## config.mk

```make
export PLATFORM = sky130hd
export DESIGN_NAME = time_setter
export DESIGN_NICKNAME = d
export VERILOG_FILES = /design/src/rtl/common_enums_pkg.sv /design/src/rtl/time_setter_hex_display.sv /design/src/rtl/time_setter.sv
export SDC_FILE = /design/constraint.sdc
export NUM_CORES = 1
export LEC_CHECK = 0
export BUFFER_PORTS_ARGS = -buffer_cell sky130_fd_sc_hd__buf_4
export CAP_MARGIN = 10
export CORE_ASPECT_RATIO = 0.9
export CORE_MARGIN = 8
export CORE_UTILIZATION = 48
export CTS_CLUSTER_SIZE = 24
export DETAILED_ROUTE_END_ITERATION = 10
export GPL_TIMING_DRIVEN = 0
export PLACE_DENSITY_LB_ADDON = 0.2
export SYNTH_ARGS = -nofsm -noshare
export SYNTH_HDL_FRONTEND = slang
export SYNTH_SLANG_ARGS = --single-unit
```

## constraint.sdc

```tcl
create_clock -name clk -period 18.3 [get_ports clk]
set_input_delay 3.66 -clock clk [delete_from_list [all_inputs] [get_ports clk]]
set_output_delay 3.66 -clock clk [all_outputs]
set_load 0.02 [all_outputs]
```

## src/rtl/common_enums_pkg.sv

```systemverilog
// Shared screen/time-setter types, preset limits and digit helpers.
package common_enums;

    typedef enum logic [1:0] {
        BOOT_SCREEN   = 2'd0,
        SETUP_SCREEN  = 2'd1,
        CHESS_SCREEN  = 2'd2,
        RESULT_SCREEN = 2'd3
    } screen_state_t;

    typedef logic [1:0] time_setter_state_t;

    localparam time_setter_state_t TS_IDLE  = 2'd0;
    localparam time_setter_state_t TS_EDIT  = 2'd1;
    localparam time_setter_state_t TS_OFFER = 2'd2;
    localparam time_setter_state_t TS_DONE  = 2'd3;

    localparam int unsigned CS_W  = 18;
    localparam int unsigned DIG_W = 4;
    localparam int unsigned SEG_W = 7;

    localparam logic [CS_W-1:0] MAX_PRESET_CS     = 18'd180000;
    localparam logic [CS_W-1:0] DEFAULT_PRESET_CS = 18'd6000;

    localparam logic [DIG_W-1:0] M1_MAX = 4'd3;
    localparam logic [DIG_W-1:0] M0_MAX = 4'd9;
    localparam logic [DIG_W-1:0] S1_MAX = 4'd5;
    localparam logic [DIG_W-1:0] S0_MAX = 4'd9;

    localparam logic [1:0] SEL_S0 = 2'd0;
    localparam logic [1:0] SEL_S1 = 2'd1;
    localparam logic [1:0] SEL_M0 = 2'd2;
    localparam logic [1:0] SEL_M1 = 2'd3;

    localparam logic [SEG_W-1:0] SEG_BLANK = 7'h7F;

    typedef struct packed {
        logic [DIG_W-1:0] m1;
        logic [DIG_W-1:0] m0;
        logic [DIG_W-1:0] s1;
        logic [DIG_W-1:0] s0;
    } digits_t;

    // 01:00
    localparam digits_t DEFAULT_DIGITS = 16'h0100;

    function automatic logic [DIG_W-1:0] digit_max(input logic [1:0] sel);
        case (sel)
            SEL_S0:  digit_max = S0_MAX;
            SEL_S1:  digit_max = S1_MAX;
            SEL_M0:  digit_max = M0_MAX;
            default: digit_max = M1_MAX;
        endcase
    endfunction

    // Full-width MM:SS to centiseconds; worst case 239900 still fits 18 bits.
    function automatic logic [CS_W-1:0] digits_to_cs(input digits_t d);
        logic [CS_W-1:0] mins;
        logic [CS_W-1:0] secs;
        logic [CS_W-1:0] total;
        mins  = CS_W'(d.m1) * 18'd10 + CS_W'(d.m0);
        secs  = CS_W'(d.s1) * 18'd10 + CS_W'(d.s0);
        total = mins * 18'd6000 + secs * 18'd100;
        digits_to_cs = (total > MAX_PRESET_CS) ? MAX_PRESET_CS : total;
    endfunction

endpackage

```

## src/rtl/time_setter_hex_display.sv

```systemverilog
// BCD digit to active-low seven-segment pattern (gfedcba); non-BCD shows blank.
module hex_display
    import common_enums::*;
(
    input  logic [DIG_W-1:0] digit_i,
    output logic [SEG_W-1:0] seg_c
);

    always_comb begin
        seg_c = SEG_BLANK;
        case (digit_i)
            4'd0:    seg_c = 7'h40;
            4'd1:    seg_c = 7'h79;
            4'd2:    seg_c = 7'h24;
            4'd3:    seg_c = 7'h30;
            4'd4:    seg_c = 7'h19;
            4'd5:    seg_c = 7'h12;
            4'd6:    seg_c = 7'h02;
            4'd7:    seg_c = 7'h78;
            4'd8:    seg_c = 7'h00;
            4'd9:    seg_c = 7'h10;
            default: seg_c = SEG_BLANK;
        endcase
    end

endmodule

```

## src/rtl/time_setter.sv

```systemverilog
// MM:SS preset editor: digit editing with blinking cursor, confirm/offer/ack
// handshake towards the clock consumer, and registered seven-segment outputs.
module time_setter
    import common_enums::*;
#(
    parameter int unsigned CLK_FREQ_HZ = 50_000_000,
    parameter int unsigned BLINK_HZ    = 2
) (
    input  logic             clk,
    input  logic             reset_n,
    input  screen_state_t    state,
    input  logic             btn_next,
    input  logic             btn_inc,
    input  logic             btn_dec,
    input  logic             btn_confirm,
    input  logic             preset_ack,
    output logic [CS_W-1:0]  preset_cs,
    output logic             preset_valid,
    output logic             entry_err,
    output logic [SEG_W-1:0] hex0,
    output logic [SEG_W-1:0] hex1,
    output logic [SEG_W-1:0] hex2,
    output logic [SEG_W-1:0] hex3,
    output logic [SEG_W-1:0] hex4,
    output logic [SEG_W-1:0] hex5
);

    localparam int unsigned HALF_RAW = CLK_FREQ_HZ / (2 * BLINK_HZ);
    localparam int unsigned HALF     = (HALF_RAW == 0) ? 1 : HALF_RAW;
    localparam int unsigned BLINK_W  = (HALF > 1) ? $clog2(HALF) : 1;

    time_setter_state_t state_q, state_d;
    digits_t            digits_q, digits_d;
    logic [1:0]         sel_q, sel_d;
    logic [CS_W-1:0]    preset_cs_q, preset_cs_d;
    logic               preset_valid_q, preset_valid_d;
    logic               entry_err_q, entry_err_d;
    logic [BLINK_W-1:0] blink_cnt_q, blink_cnt_d;
    logic               blink_on_q, blink_on_d;
    logic [SEG_W-1:0]   hex_q [4];
    logic [SEG_W-1:0]   hex_d [4];

    logic               in_setup_c;
    logic               press_c;
    logic [DIG_W-1:0]   cur_c;
    logic [DIG_W-1:0]   max_c;
    logic [DIG_W-1:0]   stepped_c;
    logic [DIG_W-1:0]   dig_c [4];
    logic [SEG_W-1:0]   seg_c [4];

    assign in_setup_c = (state == SETUP_SCREEN);
    assign press_c    = btn_next | btn_inc | btn_dec | btn_confirm;

    // Selected digit after one wrapping inc (btn_inc) or dec step.
    always_comb begin
        cur_c = digits_q.s0;
        case (sel_q)
            SEL_S1:  cur_c = digits_q.s1;
            SEL_M0:  cur_c = digits_q.m0;
            SEL_M1:  cur_c = digits_q.m1;
            default: cur_c = digits_q.s0;
        endcase
        max_c = digit_max(sel_q);
        if (btn_inc) begin
            stepped_c = (cur_c >= max_c) ? 4'd0 : cur_c + 4'd1;
        end else begin
            stepped_c = (cur_c == 4'd0) ? max_c : cur_c - 4'd1;
        end
    end

    always_comb begin
        state_d     = state_q;
        digits_d    = digits_q;
        sel_d       = sel_q;
        preset_cs_d = preset_cs_q;
        entry_err_d = 1'b0;

        case (state_q)
            TS_IDLE: begin
                if (in_setup_c) begin
                    state_d  = TS_EDIT;
                    digits_d = DEFAULT_DIGITS;
                    sel_d    = SEL_M0;
                end
            end
            TS_EDIT: begin
                if (!in_setup_c) begin
                    state_d = TS_IDLE;
                end else if (btn_confirm) begin
                    if (digits_q == '0) begin
                        entry_err_d = 1'b1;
                    end else begin
                        preset_cs_d = digits_to_cs(digits_q);
                        state_d     = TS_OFFER;
                    end
                end else if (btn_next) begin
                    sel_d = sel_q + 2'd1;
                end else if (btn_inc ^ btn_dec) begin
                    case (sel_q)
                        SEL_S1:  digits_d.s1 = stepped_c;
                        SEL_M0:  digits_d.m0 = stepped_c;
                        SEL_M1:  digits_d.m1 = stepped_c;
                        default: digits_d.s0 = stepped_c;
                    endcase
                end
            end
            TS_OFFER: begin
                if (!in_setup_c) begin
                    state_d = TS_IDLE;
                end else if (preset_ack) begin
                    state_d = TS_DONE;
                end
            end
            TS_DONE: begin
                if (!in_setup_c) begin
                    state_d = TS_IDLE;
                end
            end
            default: state_d = TS_IDLE;
        endcase

        preset_valid_d = (state_d == TS_OFFER);

        // Cursor blink restarts in the on phase on any edit-time press.
        if ((state_d != TS_EDIT) || ((state_q == TS_EDIT) && press_c)) begin
            blink_cnt_d = '0;
            blink_on_d  = 1'b1;
        end else if (blink_cnt_q == BLINK_W'(HALF - 1)) begin
            blink_cnt_d = '0;
            blink_on_d  = ~blink_on_q;
        end else begin
            blink_cnt_d = blink_cnt_q + BLINK_W'(1);
            blink_on_d  = blink_on_q;
        end
    end

    assign dig_c[0] = digits_d.s0;
    assign dig_c[1] = digits_d.s1;
    assign dig_c[2] = digits_d.m0;
    assign dig_c[3] = digits_d.m1;

    for (genvar g = 0; g < 4; g++) begin : g_hex
        hex_display u_hex_display (
            .digit_i (dig_c[g]),
            .seg_c   (seg_c[g])
        );
    end

    // Blank mux: display aligns with the state being entered this edge.
    always_comb begin
        for (int i = 0; i < 4; i++) begin
            hex_d[i] = seg_c[i];
            if (state_d == TS_IDLE) begin
                hex_d[i] = SEG_BLANK;
            end else if ((state_d == TS_EDIT) && (sel_d == 2'(i)) && !blink_on_d) begin
                hex_d[i] = SEG_BLANK;
            end
        end
    end

    always_ff @(posedge clk or negedge reset_n) begin
        if (!reset_n) begin
            state_q        <= TS_IDLE;
            digits_q       <= DEFAULT_DIGITS;
            sel_q          <= SEL_M0;
            preset_cs_q    <= DEFAULT_PRESET_CS;
            preset_valid_q <= 1'b0;
            entry_err_q    <= 1'b0;
            blink_cnt_q    <= '0;
            blink_on_q     <= 1'b1;
            for (int i = 0; i < 4; i++) hex_q[i] <= SEG_BLANK;
        end else begin
            state_q        <= state_d;
            digits_q       <= digits_d;
            sel_q          <= sel_d;
            preset_cs_q    <= preset_cs_d;
            preset_valid_q <= preset_valid_d;
            entry_err_q    <= entry_err_d;
            blink_cnt_q    <= blink_cnt_d;
            blink_on_q     <= blink_on_d;
            for (int i = 0; i < 4; i++) hex_q[i] <= hex_d[i];
        end
    end

    assign preset_cs    = preset_cs_q;
    assign preset_valid = preset_valid_q;
    assign entry_err    = entry_err_q;
    assign hex0         = hex_q[0];
    assign hex1         = hex_q[1];
    assign hex2         = hex_q[2];
    assign hex3         = hex_q[3];
    assign hex4         = SEG_BLANK;
    assign hex5         = SEG_BLANK;

endmodule

```

==> results.json <==
{
  "cts_made_buffers": 9,
  "critPathMaxFanout": 10,
  "cpMostUsedCell": "fa_1",
  "initial_core_util_pct": 49.0,
  "ys_warn_count": 0,
  "vias": 6458,
  "clock-sinks": 91,
  "dieArea_sq_um": 22600,
  "cpMaxStageDelayCell": "fa_1",
  "power.density_nw_per_um2": 54.3,
  "die_y_um": 143,
  "fp.dieW_um": 158,
  "route.detailed.drc": 0,
  "grt_pass1_wl_mm": 31.4,
  "synth.distinct_cells": 84,
  "dr.pass1.iters": 6,
  "syn_area_sq_um": 8660,
  "fin_setup_tns_ps": 0,
  "fin_crit_ps": 7810,
  "wl_per_cell_um": 15.1,
  "layout-drive-gt1-share_pct": 16.4,
  "period_share_pct": 42.7,
  "clk_path_buf_depth": 2,
  "worst_pin_slew_ps": 886,
  "hp-class": "register to register",
  "grt_usage_pct": 17.3,
  "finalClockSkew_ps": 14.2,
  "slew_violations": 0,
  "grt-ovfl-total": 0,
  "finalNetCount": 1170,
  "regArea_sq_um": 2320,
  "gp_congestion": 0.896,
  "slew_headroom_pct": 40.5,
  "final_util_pct": 55.2,
  "end_kind": "register",
  "setup_violations": 0,
  "area_growth_pct": 12.6,
  "syn_area_per_cell_sq_um": 9.44,
  "worst_r2r_startpoint": "digits_q[13]$_DFF_PN0_",
  "final-hold-violation-count": 0,
  "p_leak_nw": 4.99,
  "post_cts_buffers": 0,
  "cts_tree": "done",
  "synth_flop_cell": "dfrtp_1",
  "cap_violations": 0,
  "core_area_sq_um": 17700,
  "place_ws_ps": 10520,
  "netlist_instances": 918,
  "wirelength_mm": 18.8,
  "fp-row-count": 46,
  "rsz0062_at_grt": "false",
  "ant_nets": 0,
  "fin_ws_ps": 10490,
  "cp.arrival_ps": 8060,
  "critPathMaxStageDelay_ps": 590,
  "holdBufCountCts": 0,
  "outcome": "completed",
  "cts.htree.levels": 3,
  "viasPerCell": 5.20,
  "ys_ff_latch": 91,
  "io_pins": 71,
  "n_antenna_cell": 0,
  "clock.fmax_ghz": 0.128,
  "drt_iter0_markers": 323,
  "multi_input_area_sq_um": 5710,
  "dpl.hpwl_mm": 14.7,
  "antenna_found_initial": 0,
  "crit_type": "register to register",
  "grt_pass1_vias": 6236,
  "grt_max_degree": 92,
  "ir_worst_vdd_mv": 0.0425,
  "ys_seq_area_share_pct": 26.8,
  "n_fill_cell": 1651,
  "port_buffers": 54,
  "worst-endpoint-required_ps": 18550,
  "crit_path_start_kind": "register",
  "whs_ps": 482,
  "cts_resized": 0,
  "synthArstFlopShare_pct": 100,
  "min-delay-start": "blink_cnt_q[0]$_DFF_PN0_",
  "clock_latency_ps": 360,
  "cts-root-buf": "clkbuf_16",
  "path_clk_slew_ps": 70,
  "synth_edf_count": 0,
  "crit_start": "digits_q[13]$_DFF_PN0_"
}
## cell usage after synthesis, types with 12 or more instances
| library cell | instances | area share, % |
|---|---|---|
| a21o_1 | 15 | 1.3 |
| a21oi_1 | 38 | 2.2 |
| buf_4 | 18 | 1.6 |
| dfrtp_1 | 53 | 15 |
| dfstp_2 | 38 | 12 |
| fa_1 | 39 | 9.0 |
| ha_1 | 124 | 18 |
| inv_1 | 121 | 5.2 |
| mux2i_1 | 17 | 2.0 |
| nand2_1 | 69 | 3.0 |
| nand3_1 | 21 | 1.2 |
| nor2_1 | 42 | 1.8 |
| nor2b_1 | 12 | 0.87 |
| o21a_1 | 14 | 1.2 |
| o21ai_0 | 46 | 2.7 |
| o21ai_1 | 14 | 0.81 |
| xnor2_1 | 32 | 3.2 |
| xor2_1 | 26 | 2.6 |
## path summary, 6_finish.rpt
kind / slack, ps / cells past startpoint / endpoint
max reg2reg: 10490 / 28 / preset_cs[7]$_DFFE_PN0P_
max in group asynchronous: 14320 / 2 / hex0[5]$_DFF_PN1_
max: 10490 / 28 / preset_cs[7]$_DFFE_PN0P_
min in group asynchronous: 3280 / 1 / digits_q[11]$_DFF_PN0_
min: 480 / 1 / blink_cnt_q[0]$_DFF_PN0_
min reg2reg: 480 / 1 / blink_cnt_q[0]$_DFF_PN0_
## through the flow
stage	std cells	power, W	cell area (sq um)
after floorplan	932	0.000304	8710
after global placement	1226	0.000342	9420
after detailed placement	1226	0.000343	9420
after CTS	1242	0.000536	9720
after global routing	1243	0.000557	9750
final	1243	0.000529	9750
## kinds of logic after synthesis
| group | Yosys count | share of synthesized area [%] |
|---|---|---|
| compound gates | 202 | 16.3 |
| xor+xnor | 60 | 6.31 |
| fa+ha+maj | 163 | 26.9 |
| buf+inv | 155 | 7.90 |
| flops | 91 | 26.8 |
| mux | 20 | 2.35 |
| other cells | 2 | 0.0867 |
| simple gates | 225 | 13.2 |
## sequential cells by signal, indices dropped and copies added (netlist names)
name          flops
state_q           2
hex1              7
blink_cnt_q      24
hex2              7
sel_q             2
entry_err         1
hex0              7
digits_q         16
preset_cs        16
preset_valid      1
hex3              7
blink_on_q        1
## power breakdown
part,total (W),switching (W),internal [W]
sequential,0.000224,0.00000658,0.000218
combinational,0.000116,0.0000696,0.0000464
clock,0.000189,0.0000922,0.0000970
## final cells by class
| class | instances | area share [%] |
|---|---|---|
| sequential | 91 | 23.8 |
| clock inverter | 7 | 0.783 |
| buffer | 32 | 2.28 |
| clock buffer | 9 | 2.31 |
| multi-input combinational | 686 | 58.5 |
| tap | 240 | 3.08 |
| timing repair buffer | 55 | 4.44 |
| inverter | 123 | 4.74 |
## routing by layer
metal  track usage, %  vias to the layer above  part of all wire, %
li1                 -                     3300                    -
met1             25.2                     3016                   52
met2             25.6                      127                   42
met3             3.21                       15                  4.7
met4             4.50                        0                  1.1
met5                0                        -                    0
## worst max-delay path, delay by kind of cell, from the launching register on
kind            cells  cell delay [ps]
fa+ha+maj           9             3730
xor+xnor            3              900
flops               1              450
simple gates        5              660
buf+inv             4              500
compound gates      7             1430
## placed cells by master, fill, tap and decap left out, drive strengths merged, types with 16 or more instances in the layout
cell type  synthesis  routed
a21o              16      16
a21oi             42      42
buf               26      81
conb               2      16
dfrtp             53      53
dfstp             38      38
fa                39      39
ha               124     124
inv              122     125
mux2i             17      17
nand2             70      70
nand3             21      21
nor2              42      42
o21ai             60      60
xnor2             33      33
xor2              26      26
Power figures use the tool's default switching activity.
